**src/rtl/alu_iq_pkg.sv**
```systemverilog
// Shared definitions for the ALU issue queue: ALU source-mux codes, the queue
// entry payload, and small operand-usage helpers.
package alu_iq_pkg;

    localparam logic [2:0] SRC1_RS     = 3'b000;
    localparam logic [2:0] SRC1_PC     = 3'b001;
    localparam logic [2:0] SRC1_ZERO   = 3'b010;
    localparam logic [2:0] SRC1_ALUBYP = 3'b100;
    localparam logic [2:0] SRC1_JMPBYP = 3'b110;

    localparam logic [2:0] SRC2_RS     = 3'b000;
    localparam logic [2:0] SRC2_SIMM   = 3'b001;
    localparam logic [2:0] SRC2_SHAMT  = 3'b010;
    localparam logic [2:0] SRC2_UPPER  = 3'b011;
    localparam logic [2:0] SRC2_ALUBYP = 3'b100;

    // Tags are kept outside the struct so TAG_W can remain a module parameter.
    typedef struct packed {
        logic        valid;
        logic [2:0]  funct3;
        logic [1:0]  op_mux;
        logic [2:0]  src1_sel;
        logic [2:0]  src2_sel;
        logic        rs1_rdy;
        logic        rs2_rdy;
        logic [31:0] rs1_data;
        logic [31:0] rs2_data;
        logic [31:0] pc;
        logic [19:0] imm;
    } iq_entry_t;

    function automatic logic src1_uses_reg(input logic [2:0] sel);
        return (sel == SRC1_RS);
    endfunction

    function automatic logic src2_uses_reg(input logic [2:0] sel);
        return (sel == SRC2_RS);
    endfunction

endpackage

```
**src/rtl/iq_select.sv**
```systemverilog
// Oldest-first priority picker: grants the lowest-index requesting entry.
module iq_select #(
    parameter int DEPTH = 4,
    parameter int IDX_W = $clog2(DEPTH)
) (
    input  logic [DEPTH-1:0] req,
    output logic [DEPTH-1:0] grant,
    output logic [IDX_W-1:0] idx,
    output logic             any
);

    logic found_s;

    // Ascending scan; once a request is seen every younger entry is masked
    always_comb begin
        found_s = 1'b0;
        grant   = '0;
        idx     = '0;
        for (int i = 0; i < DEPTH; i++) begin
            grant[i] = req[i] && !found_s;
            idx      = grant[i] ? IDX_W'(i) : idx;
            found_s  = found_s | req[i];
        end
        any = found_s;
    end

endmodule

```
**src/rtl/alu_issue_queue.sv**
```systemverilog
// ALU reservation station: collapsing oldest-first queue with CDB wakeup,
// ALU-bypass aware selection and a registered ALU request bundle.
module alu_issue_queue
    import alu_iq_pkg::*;
#(
    parameter int DEPTH = 4,
    parameter int TAG_W = 5
) (
    input  logic             clk,
    input  logic             reset,
    input  logic             flush,
    input  logic             disp_valid,
    output logic             disp_ready,
    input  logic [2:0]       disp_funct3,
    input  logic [1:0]       disp_op_mux,
    input  logic [2:0]       disp_src1_sel,
    input  logic [2:0]       disp_src2_sel,
    input  logic             disp_rs1_rdy,
    input  logic             disp_rs2_rdy,
    input  logic [TAG_W-1:0] disp_rs1_tag,
    input  logic [TAG_W-1:0] disp_rs2_tag,
    input  logic [31:0]      disp_rs1_data,
    input  logic [31:0]      disp_rs2_data,
    input  logic [31:0]      disp_pc,
    input  logic [19:0]      disp_imm,
    input  logic [TAG_W-1:0] disp_dst_tag,
    input  logic             cdb_valid,
    input  logic [TAG_W-1:0] cdb_tag,
    input  logic [31:0]      cdb_data,
    output logic             req_ex,
    output logic [2:0]       funct3_ex,
    output logic [1:0]       op_mux,
    output logic [2:0]       src1_mux,
    output logic [2:0]       src2_mux,
    output logic [31:0]      datars1_ex_alu,
    output logic [31:0]      datars2_ex_alu,
    output logic [31:0]      pc_ex,
    output logic [19:0]      imm,
    output logic [TAG_W-1:0] dst_tag_ex
);

    localparam int IDX_W = $clog2(DEPTH);

    iq_entry_t        q_r       [DEPTH];
    logic [TAG_W-1:0] tag1_r    [DEPTH];
    logic [TAG_W-1:0] tag2_r    [DEPTH];
    logic [TAG_W-1:0] dtag_r    [DEPTH];
    iq_entry_t        q_nx_s    [DEPTH];
    logic [TAG_W-1:0] tag1_nx_s [DEPTH];
    logic [TAG_W-1:0] tag2_nx_s [DEPTH];
    logic [TAG_W-1:0] dtag_nx_s [DEPTH];

    logic [DEPTH-1:0] cdb1_s, cdb2_s, byp1_s, byp2_s, rdy_s, grant_s;
    logic [IDX_W-1:0] sel_idx_s;
    logic             sel_any_s;
    logic             disp_fire_s;
    iq_entry_t        disp_e_s;
    iq_entry_t        sel_e_s;
    logic [2:0]       src1_nx_s, src2_nx_s;
    logic [31:0]      d1_nx_s, d2_nx_s;

    // Collapsing queue: full exactly when the last slot is occupied
    assign disp_ready  = !q_r[DEPTH-1].valid;
    assign disp_fire_s = disp_valid && disp_ready;

    // Per-entry wakeup terms; a live CDB match or ALU bypass counts as ready
    always_comb begin
        cdb1_s = '0;
        cdb2_s = '0;
        byp1_s = '0;
        byp2_s = '0;
        rdy_s  = '0;
        for (int i = 0; i < DEPTH; i++) begin
            cdb1_s[i] = cdb_valid && !q_r[i].rs1_rdy && (tag1_r[i] == cdb_tag);
            cdb2_s[i] = cdb_valid && !q_r[i].rs2_rdy && (tag2_r[i] == cdb_tag);
            byp1_s[i] = req_ex && !q_r[i].rs1_rdy && (tag1_r[i] == dst_tag_ex);
            byp2_s[i] = req_ex && !q_r[i].rs2_rdy && (tag2_r[i] == dst_tag_ex);
            rdy_s[i]  = q_r[i].valid
                        && (q_r[i].rs1_rdy || cdb1_s[i] || byp1_s[i])
                        && (q_r[i].rs2_rdy || cdb2_s[i] || byp2_s[i]);
        end
    end

    iq_select #(
        .DEPTH (DEPTH),
        .IDX_W (IDX_W)
    ) u_select (
        .req   (rdy_s),
        .grant (grant_s),
        .idx   (sel_idx_s),
        .any   (sel_any_s)
    );

    // Operand source for the selected entry: captured > CDB forward > ALU bypass
    always_comb begin
        sel_e_s   = q_r[sel_idx_s];
        src1_nx_s = sel_e_s.src1_sel;
        d1_nx_s   = sel_e_s.rs1_data;
        src2_nx_s = sel_e_s.src2_sel;
        d2_nx_s   = sel_e_s.rs2_data;
        if (sel_e_s.rs1_rdy) begin
            src1_nx_s = sel_e_s.src1_sel;
            d1_nx_s   = sel_e_s.rs1_data;
        end else if (cdb1_s[sel_idx_s]) begin
            src1_nx_s = SRC1_RS;
            d1_nx_s   = cdb_data;
        end else begin
            src1_nx_s = SRC1_ALUBYP;
            d1_nx_s   = 32'd0;
        end
        if (sel_e_s.rs2_rdy) begin
            src2_nx_s = sel_e_s.src2_sel;
            d2_nx_s   = sel_e_s.rs2_data;
        end else if (cdb2_s[sel_idx_s]) begin
            src2_nx_s = SRC2_RS;
            d2_nx_s   = cdb_data;
        end else begin
            src2_nx_s = SRC2_ALUBYP;
            d2_nx_s   = 32'd0;
        end
    end

    // New entry: unused operands are ready, pending ones may catch the CDB now
    always_comb begin
        disp_e_s          = '0;
        disp_e_s.valid    = 1'b1;
        disp_e_s.funct3   = disp_funct3;
        disp_e_s.op_mux   = disp_op_mux;
        disp_e_s.src1_sel = disp_src1_sel;
        disp_e_s.src2_sel = disp_src2_sel;
        disp_e_s.pc       = disp_pc;
        disp_e_s.imm      = disp_imm;
        if (disp_rs1_rdy || !src1_uses_reg(disp_src1_sel)) begin
            disp_e_s.rs1_rdy  = 1'b1;
            disp_e_s.rs1_data = disp_rs1_data;
        end else if (cdb_valid && (disp_rs1_tag == cdb_tag)) begin
            disp_e_s.rs1_rdy  = 1'b1;
            disp_e_s.rs1_data = cdb_data;
        end else begin
            disp_e_s.rs1_rdy  = 1'b0;
            disp_e_s.rs1_data = disp_rs1_data;
        end
        if (disp_rs2_rdy || !src2_uses_reg(disp_src2_sel)) begin
            disp_e_s.rs2_rdy  = 1'b1;
            disp_e_s.rs2_data = disp_rs2_data;
        end else if (cdb_valid && (disp_rs2_tag == cdb_tag)) begin
            disp_e_s.rs2_rdy  = 1'b1;
            disp_e_s.rs2_data = cdb_data;
        end else begin
            disp_e_s.rs2_rdy  = 1'b0;
            disp_e_s.rs2_data = disp_rs2_data;
        end
    end

    // Next queue image: collapse over the issued slot, CDB capture, tail append
    always_comb begin
        logic carry_v;
        logic placed_v;
        logic cap1_v;
        logic cap2_v;
        int   src_v;
        carry_v  = 1'b0;
        placed_v = 1'b0;
        cap1_v   = 1'b0;
        cap2_v   = 1'b0;
        src_v    = 0;
        for (int j = 0; j < DEPTH; j++) begin
            carry_v = carry_v | grant_s[j];
            if (carry_v && (j < DEPTH - 1)) begin
                src_v = j + 1;
            end else begin
                src_v = j;
            end
            q_nx_s[j]       = q_r[src_v];
            tag1_nx_s[j]    = tag1_r[src_v];
            tag2_nx_s[j]    = tag2_r[src_v];
            dtag_nx_s[j]    = dtag_r[src_v];
            q_nx_s[j].valid = q_r[src_v].valid && !(carry_v && (j == DEPTH - 1));

            cap1_v = cdb_valid && !q_nx_s[j].rs1_rdy && (tag1_nx_s[j] == cdb_tag);
            cap2_v = cdb_valid && !q_nx_s[j].rs2_rdy && (tag2_nx_s[j] == cdb_tag);
            q_nx_s[j].rs1_rdy  = q_nx_s[j].rs1_rdy | cap1_v;
            q_nx_s[j].rs1_data = cap1_v ? cdb_data : q_nx_s[j].rs1_data;
            q_nx_s[j].rs2_rdy  = q_nx_s[j].rs2_rdy | cap2_v;
            q_nx_s[j].rs2_data = cap2_v ? cdb_data : q_nx_s[j].rs2_data;

            if (disp_fire_s && !placed_v && !q_nx_s[j].valid) begin
                q_nx_s[j]    = disp_e_s;
                tag1_nx_s[j] = disp_rs1_tag;
                tag2_nx_s[j] = disp_rs2_tag;
                dtag_nx_s[j] = disp_dst_tag;
                placed_v     = 1'b1;
            end else begin
                placed_v     = placed_v;
            end
        end
    end

    // Queue state and registered ALU request bundle
    always_ff @(posedge clk) begin
        if (reset || flush) begin
            for (int j = 0; j < DEPTH; j++) begin
                q_r[j]    <= '0;
                tag1_r[j] <= '0;
                tag2_r[j] <= '0;
                dtag_r[j] <= '0;
            end
            req_ex         <= 1'b0;
            funct3_ex      <= 3'd0;
            op_mux         <= 2'd0;
            src1_mux       <= 3'd0;
            src2_mux       <= 3'd0;
            datars1_ex_alu <= 32'd0;
            datars2_ex_alu <= 32'd0;
            pc_ex          <= 32'd0;
            imm            <= 20'd0;
            dst_tag_ex     <= '0;
        end else begin
            for (int j = 0; j < DEPTH; j++) begin
                q_r[j]    <= q_nx_s[j];
                tag1_r[j] <= tag1_nx_s[j];
                tag2_r[j] <= tag2_nx_s[j];
                dtag_r[j] <= dtag_nx_s[j];
            end
            req_ex <= sel_any_s;
            if (sel_any_s) begin
                funct3_ex      <= sel_e_s.funct3;
                op_mux         <= sel_e_s.op_mux;
                src1_mux       <= src1_nx_s;
                src2_mux       <= src2_nx_s;
                datars1_ex_alu <= d1_nx_s;
                datars2_ex_alu <= d2_nx_s;
                pc_ex          <= sel_e_s.pc;
                imm            <= sel_e_s.imm;
                dst_tag_ex     <= dtag_r[sel_idx_s];
            end
        end
    end

endmodule
```
**config.mk**
```make
export PLATFORM = sky130hd
export DESIGN_NAME = alu_issue_queue
export DESIGN_NICKNAME = d
export VERILOG_FILES = /design/src/rtl/alu_iq_pkg.sv /design/src/rtl/iq_select.sv /design/src/rtl/alu_issue_queue.sv
export SDC_FILE = /design/constraint.sdc
export NUM_CORES = 2
export LEC_CHECK = 0
export CAP_MARGIN = 20
export CORE_MARGIN = 3
export CORE_UTILIZATION = 37
export DETAILED_ROUTE_END_ITERATION = 8
export GPL_TIMING_DRIVEN = 0
export HOLD_SLACK_MARGIN = 0.15
export PLACE_DENSITY = 0.64
export SLEW_MARGIN = 20
export SYNTH_ARGS = -nofsm -noshare
export SYNTH_HDL_FRONTEND = slang
export SYNTH_SLANG_ARGS = --single-unit
```
**constraint.sdc**
```tcl
create_clock -name clk -period 3.01 [get_ports clk]
set_input_delay 0.301 -clock clk [delete_from_list [all_inputs] [get_ports clk]]
set_output_delay 0.301 -clock clk [all_outputs]
set_load 0.01 [all_outputs]
```
# --- Word-level counts from Yosys, hierarchy flattened ---
# Memory sizes are Yosys's and may differ from the RTL's. A register that Yosys moved wholly into a read port is not among the register bits.
# Cells that the tools add are included.
totals:
  in_bits: 186
  elab_cells: 257
  mem_count: 4
  output_inout_bits: 134
  ram_bits: 580
  reg_bits: 128
op_classes:
  reduce_logical: 116
  bitwise_logic: 30
  eq_ne: 25
  order_cmp: 1
  muxes: 72
mem_list:
  columns: ["name", "depth", "word_bits", "rd", "rd_clocked_by_memory_dff", "write_ports", "line", "rtl"]
  rows:
  - ["q_r", 4, 130, 8, 0, 4, "alu_issue_queue.sv:44", "iq_entry_t q_r [DEPTH];"]
  - ["dtag_r", 4, 5, 4, 1, 4, "alu_issue_queue.sv:47", "logic [TAG_W-1:0] dtag_r [DEPTH];"]
  - ["tag1_r", 4, 5, 7, 0, 4, "alu_issue_queue.sv:45", "logic [TAG_W-1:0] tag1_r [DEPTH];"]
  - ["tag2_r", 4, 5, 7, 0, 4, "alu_issue_queue.sv:46", "logic [TAG_W-1:0] tag2_r [DEPTH];"]
op_table:
  columns: ["operator", "count"]
  rows:
  - ["$mux 130", 8]
  - ["$mux 32", 16]
  - ["$eq 5x5->1", 24]
  - ["$mux 5", 24]
  - ["$logic_and 1x1->1", 66]
  - ["$or 1x1->1", 30]
  - ["$logic_not 1->1", 28]
  - ["$logic_or 1x1->1", 19]
  - ["$mux 1", 15]
  - ["$mux 3", 4]
  - ["$logic_not 3->1", 2]
  - ["$mux 2", 3]
  - ["$bmux 1 s2", 2]
  - ["$lt 2x3->1 const B", 1]
  - ["$reduce_and 2->1", 1]
  - ["$ne 1x1->1 const B", 1]

# --- Logic depth before layout (Yosys ltp) ---
# An unclocked memory read counts as a cell.
depth:
  word_depth: 27
  depth_mapped: 16
  mapped_depth_nobuf: 10

# --- Modules after synthesis ---
# A second synthesis with hierarchy kept.
hier_totals:
  cells_unflattened: 4136
  hier_area_um2: 37302.0
modules_own_cells:
  columns: ["module", "seq_area_each_um2", "instances", "area_per_inst_um2", "cells_each"]
  rows:
  - ["alu_issue_queue", 14323.7, 1, 37243.2, 4126]
  - ["iq_select", 0.0, 1, 58.8, 10]

# --- Worst setup path before layout ---
# No wires, ideal clock.
synth_timing:
  kind: "reg2reg"
  startpoint: "reg dst_tag_ex[1] (read register of dtag_r)"
  endpoint: "mem q_r[1][54] (netlist name)"
  setup_time_ns: 0.120
  t_required_ns: 2.890
  setup_slack_ns: -0.272
  stages_incl_launch_ff: 15
  arrival_time_ns: 3.162
  period_less_slack_ns: 3.282
  path_buffers: 4
  cell_sequence: "dfxtp_1 > buf_2 > xor2_1 > nor4_1 > a31oi_1 > a221o_2 > buf_6 > o21a_4 > buf_6 > mux2i_1 > o22ai_2 > buf_2 > mux2i_1 > nor2_1 > a211o_1"
synth_lines:
  columns: ["element", "line", "rtl"]
  rows:
  - ["start: declaration", "alu_issue_queue.sv:39", "output logic [TAG_W-1:0] dst_tag_ex"]
  - ["end: declaration", "alu_issue_queue.sv:44", null]

==> results.py <==
metrics = {
    "clock_tree": {
        "cts_buffers": 82,
        "cts_htree_levels": 3,
        "cts_tree": "built",
        "clk_pin_slew_ns": 0.06,
        "cts_root_buffer": "clkbuf_16",
        "insertion_delay_ns": 0.68,
        "clk_path_buf_depth": 3,
        "clock-sinks": 713,
    },
    "yosys": {
        "synth_edf_count": 5,
        "synth_cell_types": 79,
        "syn_area_per_cell_sq_um": 7.39,
        "ys_seq_elements": 713,
        "ys_async_sr_fraction": 0,
        "synthFlopType": "dfxtp_1",
        "syn_inst": 5119,
        "syn-num-nets": 5305,
        "ys_warn_count": 0,
        "syn_area_sq_um": 37800,
        "yosysSeqAreaShare": 0.379,
    },
    "place": {
        "port_buffers": 316,
        "gp_congestion": 1.01,
        "dp.final_hpwl_mm": 138,
        "pre_cts_ws_ns": -2.70,
        "placed_cell_area_sq_um": 43300,
    },
    "route": {
        "dr.first_iter.drc_count": 6641,
        "drtPass1Iterations": 7,
        "drtAntennaViolNets": 0,
        "avgViaCountPerCell": 6.27,
        "detail_route.wl_per_cell_um": 28.0,
        "vias": 44700,
        "wirelength_mm": 199,
        "drc": 0,
    },
    "timing": {
        "final_max_slew_viol_count": 0,
        "setup_violations": 710,
        "hold_violations": 0,
        "max_freq_mhz": 276,
        "maxSlewHeadroom": 0.250,
        "fin_crit_ns": 3.62,
        "rsz0062_at_grt": "true",
        "period_share": 1.20,
        "timing.final.ws_setup_ns": -0.608,
        "tightest_slew_ns": 1.12,
        "fin_skew_ns": 0.0226,
    },
    "critical_path": {
        "cp.depth": 13,
        "cp_data_required_time_ns": 3.56,
        "r2r-end": "q_r[1][103]",
        "start_kind": "flip-flop",
        "cpMostUsedCell": "buf_8",
        "cp_max_fo": 5,
        "critPathCaptureType": "flip-flop",
        "worst-endpoint-arrival_ns": 4.17,
        "r2r_cells": 13,
        "crit_family": "compound AO/OA/AOI/OAI gates",
        "timing.reg2reg.setup_slack_ns": -0.61,
        "path_buf_inv": 3,
        "critical_path_class": "flip-flop to flip-flop",
        "cp_cell_sequence": "nand2b_4 -> a2111oi_4 -> o2111ai_4 -> a221o_2 -> buf_8 -> o21a_4 -> buf_12 -> mux2i_4 -> a2bb2oi_4 -> nor2_4 -> buf_8 -> a221o_1 -> a22o_1",
        "r2r_start": "q_r[0][116]",
        "cp_slowest_cell": "a221o_2",
        "cp_slowest_stage_delay_ns": 0.47,
    },
    "run_status": {
        "status": "finished with violations",
        "violations": "setup timing",
    },
    "power": {
        "peakVddDrop_v": 0.000422,
        "cellLeakagePower_nw": 18.3,
        "powerDensity_nw_per_um2": 430,
        "total_power_mw": 22.4,
    },
    "cells_and_area": {
        "drive_gt1_frac": 0.185,
        "synthToLayoutAreaGrowth_pct": 37.7,
        "fin_area_sq_um": 52100,
        "final_net_count": 5881,
    },
    "floorplanning": {
        "io_pins": 320,
        "start_util": 0.376,
        "die-width_um": 326,
        "die-area_sq_um": 106000,
        "rows": 116,
        "core_area_sq_um": 101000,
        "die_height_um": 326,
    },
    "global_routing": {
        "grt_pass1_wl_mm": 283,
        "overflow": 0,
        "grt_max_degree": 14,
        "grt_usage": 0.350,
        "antenna_found_initial": 19,
        "grt_pass1_vias": 42200,
    },
    "job": {
        "maxCapViolations": 0,
    },
    "hold_path": {
        "worstHoldStart": "disp_funct3[1]",
        "min_to": "q_r[3][127]",
        "hold_class": "input port to flip-flop",
        "whs_path_depth": 3,
    },
}
[report_power, final]
group	switching (mW)	internal, mW
registers	0.112	9.57
clock network	4.50	5.96
logic	1.48	0.792
total	6.09	16.3
[flip-flops by register name (all words and copies together), names as in the netlist]
name / flops
src2_mux: 3
req_ex: 1
imm: 20
pc_ex: 32
src1_mux: 3
dst_tag_ex: 5
op_mux: 2
dtag_r: 20
datars2_ex_alu: 32
q_r: 520
tag1_r: 20
tag2_r: 20
funct3_ex: 3
datars1_ex_alu: 32
[area by class of cell]
cell class,count,area (sq um)
antenna,11,27.5
buffer,539,4420
clock buffer,114,2360
clock inverter,31,372
fill,9529,48600
inverter,14,55.1
multi-input combinational,3842,23300
sequential,713,14400
tap,1357,1700
timing repair buffer,503,5450
[cell families (layout without fill, tap and decap cells)]
logic type | after synthesis | count (layout) | share of synthesized area
multiplexers | 137 | 137 | 0.0376
AO/OA/AOI/OAI | 1266 | 1266 | 0.238
AND/OR/NAND/NOR | 2357 | 2357 | 0.266
XOR/XNOR | 82 | 82 | 0.0192
flip-flops | 713 | 713 | 0.379
other | 0 | 11 | 0
buffers and inverters | 564 | 1201 | 0.0609
[stage by stage]
step	util	hold slack (ns)	std cells	setup TNS [ns]
2_1_floorplan	-	0.432	5119	-11.68
3_3_place_gp	0.429	0.439	6792	-1698.50
3_5_place_dp	0.430	0.444	6795	-1576.47
4_1_cts	0.492	0.265	7024	-187.41
5_1_grt	0.517	0.297	7115	-284.19
6_report	0.517	0.292	7124	-237.00
[what timing repair did]
item                       CTS  global route
gates resized for setup    699           529
hold endpoints to repair     0             0
setup buffers               78            77
cloned                      13            17
pin swaps                   63            98
setup endpoints to repair  717           717
hold buffers                 0             0
[how the worst max path moves through the flow]
stage / to / start / slack (ns)
floorplan: q_r[2][98] / cdb_tag[1] / -0.19
global placement: datars1_ex_alu[28] / cdb_valid / -3.14
detailed placement: datars1_ex_alu[28] / cdb_valid / -2.70
CTS: q_r[1][100] / tag2_r[0][1] / -0.50
global route: q_r[0][72] / tag2_r[0][1] / -0.73
finish: q_r[1][103] / q_r[0][116] / -0.61
[per-layer routing]
| metal | share of wire | track usage |
|---|---|---|
| met3 | 0.13 | 0.116 |
| met1 | 0.37 | 0.431 |
| met4 | 0.073 | 0.211 |
| met5 | 0.00072 | 0 |
| met2 | 0.42 | 0.531 |
[cells in the final DEF (no fill, tap or decap), types with 39 or more instances in the layout]
| master | netlist | layout |
|---|---|---|
| buf_12 | 0 | 59 |
| clkbuf_1 | 399 | 179 |
| xor2_1 | 56 | 51 |
| nor2b_1 | 43 | 40 |
| mux2i_1 | 102 | 70 |
| clkbuf_2 | 0 | 88 |
| buf_6 | 6 | 52 |
| nand3_1 | 354 | 337 |
| clkbuf_16 | 0 | 117 |
| nand2_1 | 1280 | 1254 |
| buf_8 | 0 | 41 |
| a31oi_1 | 45 | 44 |
| nor3_2 | 16 | 39 |
| nor2_1 | 400 | 389 |
| buf_4 | 5 | 157 |
| o21ai_0 | 154 | 137 |
| nor3_1 | 110 | 84 |
| a21oi_1 | 371 | 360 |
| a221o_1 | 50 | 50 |
| clkdlybuf4s50_1 | 0 | 315 |
| clkbuf_8 | 0 | 41 |
| a311oi_1 | 228 | 213 |
| a211oi_1 | 134 | 126 |
| clkbuf_4 | 0 | 68 |
| dfxtp_1 | 708 | 686 |
[worst min-delay path, delay by kind of cell]
kind	cells	cell delay, ns
buffers and inverters	1	0.48
AO/OA/AOI/OAI	1	0.05
AND/OR/NAND/NOR	1	0.09
[cells in the mapped netlist (43+ instances only)]
| cell | count | area [sq um] |
|---|---|---|
| clkbuf_1 | 399 | 1500 |
| a31oi_1 | 45 | 282 |
| o21ai_0 | 154 | 771 |
| xor2_1 | 56 | 490 |
| dfxtp_1 | 708 | 14200 |
| buf_2 | 98 | 490 |
| a211oi_1 | 134 | 1010 |
| a21oi_1 | 371 | 1860 |
| nor2b_1 | 43 | 269 |
| a221o_1 | 50 | 500 |
| nor2_1 | 400 | 1500 |
| nor3_1 | 110 | 551 |
| nor4_1 | 57 | 357 |
| a311oi_1 | 228 | 2000 |
| nand2_1 | 1280 | 4800 |
| a32oi_1 | 65 | 569 |
| nand3_1 | 354 | 1770 |
| mux2i_1 | 102 | 1020 |
Power figures use the tool's default switching activity.
